**src/rtl/mac_burst_accum.sv**
```systemverilog
// Pipelined multiply-accumulate: sums a burst of operand pairs delimited by in_last
// and reports one dot-product per burst, with optional saturation and sticky overflow.
module mac_burst_accum #(
    parameter int DATA_W   = 4,
    parameter int ACC_W    = 10,
    parameter int SIGNED   = 0,
    parameter int SATURATE = 1,
    parameter int MAX_LEN  = 16,
    localparam int CW      = $clog2(MAX_LEN + 1)
) (
    input  logic              clk,
    input  logic              rst_n,
    input  logic              clr,
    input  logic              in_valid,
    input  logic              in_last,
    input  logic [DATA_W-1:0] in1,
    input  logic [DATA_W-1:0] in2,
    output logic              in_ready,
    output logic              out_valid,
    output logic [ACC_W-1:0]  out,
    output logic              overflow,
    output logic              len_err,
    output logic [CW-1:0]     beat_cnt
);

    localparam int EW = ACC_W + 2;
    localparam bit SX = (SIGNED != 0);

    typedef enum logic [1:0] {IDLE, ACC, DRAIN} state_t;
    state_t state;

    logic [CW-1:0] cnt, cnt_nxt;
    logic          beat, forced, last_eff;

    logic [DATA_W-1:0]          a_p1, b_p1;
    logic                       vld_p1, first_p1, last_p1, lerr_p1;
    logic [CW-1:0]              cnt_p1;
    logic signed [2*DATA_W-1:0] prod_p2;
    logic                       vld_p2, first_p2, last_p2, lerr_p2;
    logic [CW-1:0]              cnt_p2;
    logic signed [ACC_W-1:0]    acc_p3;
    logic                       vld_p3, ovf_p3, lerr_p3;
    logic [CW-1:0]              cnt_p3;

    logic signed [2*DATA_W-1:0] a_x, b_x, prod_c;
    logic signed [EW-1:0]       prod_ext, acc_ext, sum;

    // Two guard bits above ACC_W expose both unsigned carry-out and signed overflow.
    function automatic logic ovf_chk(input logic signed [EW-1:0] s);
        if (SX) return !((s[EW-1:ACC_W-1] == '0) || (s[EW-1:ACC_W-1] == '1));
        return s[EW-1:ACC_W] != '0;
    endfunction

    function automatic logic signed [ACC_W-1:0] sat(input logic signed [EW-1:0] s);
        if (SATURATE == 0 || !ovf_chk(s)) return s[ACC_W-1:0];
        if (SX) return s[EW-1] ? {1'b1, {(ACC_W-1){1'b0}}} : {1'b0, {(ACC_W-1){1'b1}}};
        return '1;
    endfunction

    assign beat     = in_valid && in_ready && !clr;
    assign cnt_nxt  = cnt + 1'b1;
    assign forced   = (cnt_nxt == CW'(MAX_LEN));
    assign last_eff = in_last || forced;

    always_comb begin
        a_x      = {{DATA_W{SX && a_p1[DATA_W-1]}}, a_p1};
        b_x      = {{DATA_W{SX && b_p1[DATA_W-1]}}, b_p1};
        prod_c   = a_x * b_x;
        prod_ext = {{(EW-2*DATA_W){SX && prod_p2[2*DATA_W-1]}}, prod_p2};
        acc_ext  = first_p2 ? '0 : {{2{SX && acc_p3[ACC_W-1]}}, acc_p3};
        sum      = acc_ext + prod_ext;
    end

    always_ff @(posedge clk or negedge rst_n) begin
        if (!rst_n) begin
            state     <= IDLE;
            in_ready  <= 1'b1;
            cnt       <= '0;
            vld_p1    <= 1'b0;
            vld_p2    <= 1'b0;
            vld_p3    <= 1'b0;
            acc_p3    <= '0;
            ovf_p3    <= 1'b0;
            out_valid <= 1'b0;
            out       <= '0;
            overflow  <= 1'b0;
            len_err   <= 1'b0;
            beat_cnt  <= '0;
        end else begin
            out_valid <= 1'b0;
            if (clr) begin
                state    <= IDLE;
                in_ready <= 1'b1;
                cnt      <= '0;
                vld_p1   <= 1'b0;
                vld_p2   <= 1'b0;
                vld_p3   <= 1'b0;
                ovf_p3   <= 1'b0;
            end else begin
                vld_p1 <= beat;
                vld_p2 <= vld_p1;
                vld_p3 <= vld_p2 && last_p2;
                case (state)
                    IDLE, ACC: if (beat) begin
                        state    <= last_eff ? DRAIN : ACC;
                        in_ready <= !last_eff;
                        cnt      <= last_eff ? '0 : cnt_nxt;
                    end
                    default: if (vld_p3) begin
                        state    <= IDLE;
                        in_ready <= 1'b1;
                    end
                endcase
                // E2: accumulate (first beat replaces the running sum)
                if (vld_p2) begin
                    acc_p3 <= sat(sum);
                    ovf_p3 <= (ovf_p3 && !first_p2) || ovf_chk(sum);
                end
                // E3: report the finished burst
                if (vld_p3) begin
                    out_valid <= 1'b1;
                    out       <= acc_p3;
                    overflow  <= ovf_p3;
                    len_err   <= lerr_p3;
                    beat_cnt  <= cnt_p3;
                end
            end
        end
    end

    // E0: capture beat; E1: full-width product
    always_ff @(posedge clk) begin
        if (beat) begin
            a_p1     <= in1;
            b_p1     <= in2;
            first_p1 <= (state == IDLE);
            last_p1  <= last_eff;
            lerr_p1  <= forced && !in_last;
            cnt_p1   <= cnt_nxt;
        end
        if (vld_p1) begin
            prod_p2  <= prod_c;
            first_p2 <= first_p1;
            last_p2  <= last_p1;
            lerr_p2  <= lerr_p1;
            cnt_p2   <= cnt_p1;
        end
        if (vld_p2 && last_p2) begin
            lerr_p3 <= lerr_p2;
            cnt_p3  <= cnt_p2;
        end
    end

endmodule

```
**config.mk**
```make
export PLATFORM = sky130hd
export DESIGN_NAME = mac_burst_accum
export DESIGN_NICKNAME = d
export VERILOG_FILES = /design/src/rtl/mac_burst_accum.sv
export SDC_FILE = /design/constraint.sdc
export NUM_CORES = 1
export LEC_CHECK = 0
export CAP_MARGIN = 20
export CORE_AREA = 2 2 100 102
export CTS_BUF_LIST = sky130_fd_sc_hd__clkbuf_2
export CTS_CLUSTER_DIAMETER = 120
export DETAILED_ROUTE_END_ITERATION = 10
export DIE_AREA = 0 0 102 104
export PLACE_DENSITY = 0.63
export SLEW_MARGIN = 20
export SYNTH_ARGS = -nofsm -noshare
export SYNTH_HDL_FRONTEND = slang
export SYNTH_SLANG_ARGS = --single-unit
export TNS_END_PERCENT = 5
```
**constraint.sdc**
```tcl
create_clock -name clk -period 2.5 [get_ports clk]
set_input_delay 0.375 -clock clk [delete_from_list [all_inputs] [get_ports clk]]
set_output_delay 0.375 -clock clk [all_outputs]
set_load 0.03 [all_outputs]
```
==> impl_metrics.yaml <==
logic_synthesis:
  synth.cell_area_mm2: 0.00376
  syn_inst: 299
  yosysUniqueCellTypes: 46
  synth_area_leader_cell: "edfxtp_1"
  ys_seq_elements: 78
  synth_ff_type: "dfrtp_1"
  ys_seq_area_share_pct: 57.0
  netlist.area_leader.share_pct: 30.3
  synth_fp_nets: 339
  syn_area_per_cell_um2: 12.6
  yosys_warnings: 0
  synthArstFlopShare_pct: 51.3
  synthTopCellsByArea: "edfxtp_1 (30%), dfrtp_1 (26%), ha_1 (7.3%)"
  synth-edff-count: 38
route:
  drcViolationCount: 0
  met3_length_um: 280
  drt_first_pass_iters: 4
  met1Wirelength_mm: 2.97
  wl_per_cell_um: 13.0
  drt_iter0_drc: 89
  vias_per_cell: 4.79
  wl_mm: 6.44
  top_layer: "met4"
  antenna_left: 0
  dr_total_vias: 2370
  dr_wl_met2_mm: 3.11
sta:
  drv_slew: 0
  finalWorstPathRequiredPeriod_ns: 2.62
  fin_ws_ns: -0.115
  hold_violations: 0
  setup_viol: 1
  fmax_mhz: 382
  rsz0062_at_grt: "true"
  slew_headroom_pct: 56.9
  fin_crit_sh_pct: 105
  worst_pin_slew_ns: 0.641
  worst_clock_skew_ns: 0.0477
critical_path:
  criticalPathCategory: "reg -> reg"
  cp_max_fo: 2
  required_ns: 2.77
  rr_worst_depth: 10
  regToRegSetupSlack_ns: -0.12
  end_kind: "flip-flop"
  r2r-start: "a_p1[0]$_DFFE_PP_"
  r2r-end: "prod_p2[7]$_DFFE_PP_"
  worstSetupStartpointType: "flip-flop"
  cp.arrival_ns: 2.88
power_and_ir_drop:
  seqPwrFrac_pct: 50.8
  clkPwrFrac_pct: 22.0
  p_per_area_mw_per_mm2: 692
  p_sw_w: 0.000991
  leakage_nw: 1.94
  power_switching_share_pct: 31.5
  p_int_w: 0.00215
  vdd_ir_drop_max_mv: 0.254
  p_comb_share_pct: 27.3
cts:
  htree_levels: 3
  clk_latency_ns: 0.53
  clock-sinks: 78
  cts-root-buf: "clkbuf_2"
  cts_tree: "done"
  cts_buffers: 9
  path_clk_slew_ns: 0.24
  clockBufferDepth: 2
cells_and_area:
  final_cell_mix: "dfrtp_1 (39), edfxtp_1 (38), clkdlybuf4s50_1 (30)"
  final_common_cell: "dfrtp_1"
  diodes: 0
  fin_nets: 397
  final_cell_area_mm2: 0.00455
  syn2layout_area_growth_pct: 20.9
  drive_above_1_share_pct: 21.3
  final_core_util_pct: 47.6
global_routing:
  antenna_found_initial: 0
  grt_usage_pct: 13.0
  overflow: 0
  grt_pass1_vias: 2315
  grt_pass1_wl_mm: 10.8
  grt_max_degree: 22
worst_hold_path:
  hp-class: "in -> async"
floorplan:
  io_pins: 32
  die_y_um: 104
  dieArea_mm2: 0.0106
  placementRows: 36
  coreArea_mm2: 0.00955
  die_w_um: 102
  start_util_pct: 39.4
place:
  place_area_mm2: 0.00437
  dpl.hpwl_mm: 4.76
  gp_congestion: 0.803
  io_buffers: 31
run_status:
  outcome: "finished, violations left"
  violations: "setup timing"
run:
  cap_viol_max_count: 0
[metal layers]
layer  global-route usage [%]  vias to the layer above
met1                     16.7                     1123
met4                     4.38                        0
li1                         -                     1191
met5                        0                        -
met3                     4.30                       10
met2                     20.6                       46
[synthesized netlist by cell type, drive strengths merged (2+ instances only)]
master	instances
a211oi	2
a21o	4
a21oi	14
a31oi	10
a32o	4
and2	12
buf	5
clkbuf	3
dfrtp	39
edfxtp	38
fa	5
ha	22
inv	20
mux2	17
mux2i	2
nand2	19
nand2b	4
nand3	8
nand4	3
nand4b	2
nor2	20
nor2b	10
o21ai	7
or3	2
xnor2	8
xor2	4
[kinds of logic (layout without fill, tap and decap cells)]
logic type	after synthesis	in the layout	synth area share, %
and+or+nand+nor	85	85	11.5
muxes	19	19	5.62
buffers and inverters	28	91	3.13
adders and majority gates	27	27	9.98
AOI/OAI and AO/OA	50	50	10.0
xor gates and xnor gates	12	12	2.79
DFF	78	78	57.0
[critical path, stage by stage, from the launching register on]
cell and delay (ns):
edfxtp_1 0.41, nand2_2 0.07, fa_1 0.53, inv_1 0.05, fa_1 0.45, ha_1 0.29, a21o_1 0.16, a21oi_2 0.14
o21bai_1 0.09, a21oi_2 0.13, xnor2_1 0.07
[power by group through the flow]
stage / sequential (W) / combinational, W / clock [W]
after floorplan: 0.00172 / 0.000454 / 0
after CTS: 0.00160 / 0.000839 / 0.000728
after detailed placement: 0.00163 / 0.000832 / 0
after global routing: 0.00162 / 0.000932 / 0.000783
after global placement: 0.00162 / 0.000817 / 0
final: 0.00160 / 0.000858 / 0.000691
[state kept, by name, indices dropped and copies added (netlist names), 2 cells and up]
register,cells
b_p1,4
acc_p3,10
cnt_p3,5
cnt,5
beat_cnt,5
prod_p2,8
state,2
out,10
cnt_p1,5
cnt_p2,5
a_p1,4
[area by class of cell]
type                       instances  area, um^2
fill                             885        5000
sequential                        78        2140
multi-input combinational        193        1550
timing repair buffer              55         488
tap                              133         166
inverter                          20        75.1
clock inverter                     6        70.1
clock buffer                      10        50.0
[through the flow]
step	hold WS [ns]	instances	total power, W	TNS (ns)	setup slack [ns]
global route	0.259	495	0.00333	-0.550	-0.313
floorplan	0.0794	299	0.00217	-0.112	-0.0517
detailed placement	0.362	478	0.00246	-0.339	-0.109
global placement	0.351	478	0.00244	-0.112	-0.0742
finish	0.285	495	0.00314	-0.115	-0.115
CTS	0.242	495	0.00317	-0.156	-0.150
[worst max-delay path by stage]
stage,from,to,cells after the start
final,a_p1[0]$_DFFE_PP_,prod_p2[7]$_DFFE_PP_,10
after global routing,b_p1[3]$_DFFE_PP_,prod_p2[7]$_DFFE_PP_,10
after CTS,a_p1[0]$_DFFE_PP_,prod_p2[7]$_DFFE_PP_,10
after detailed placement,a_p1[0]$_DFFE_PP_,prod_p2[7]$_DFFE_PP_,10
after global placement,a_p1[0]$_DFFE_PP_,prod_p2[7]$_DFFE_PP_,10
after floorplan,b_p1[3]$_DFFE_PP_,prod_p2[7]$_DFFE_PP_,10
[repair_timing]
action	in CTS	in global routing
setup buffers	0	0
hold buffers	1	0
gates cloned	0	0
pin swaps	3	0
gates resized for setup	3	8
endpoints found under the setup margin	5	10
hold endpoints to repair	19	0
No activity file was read; power rests on OpenSTA's default activity.
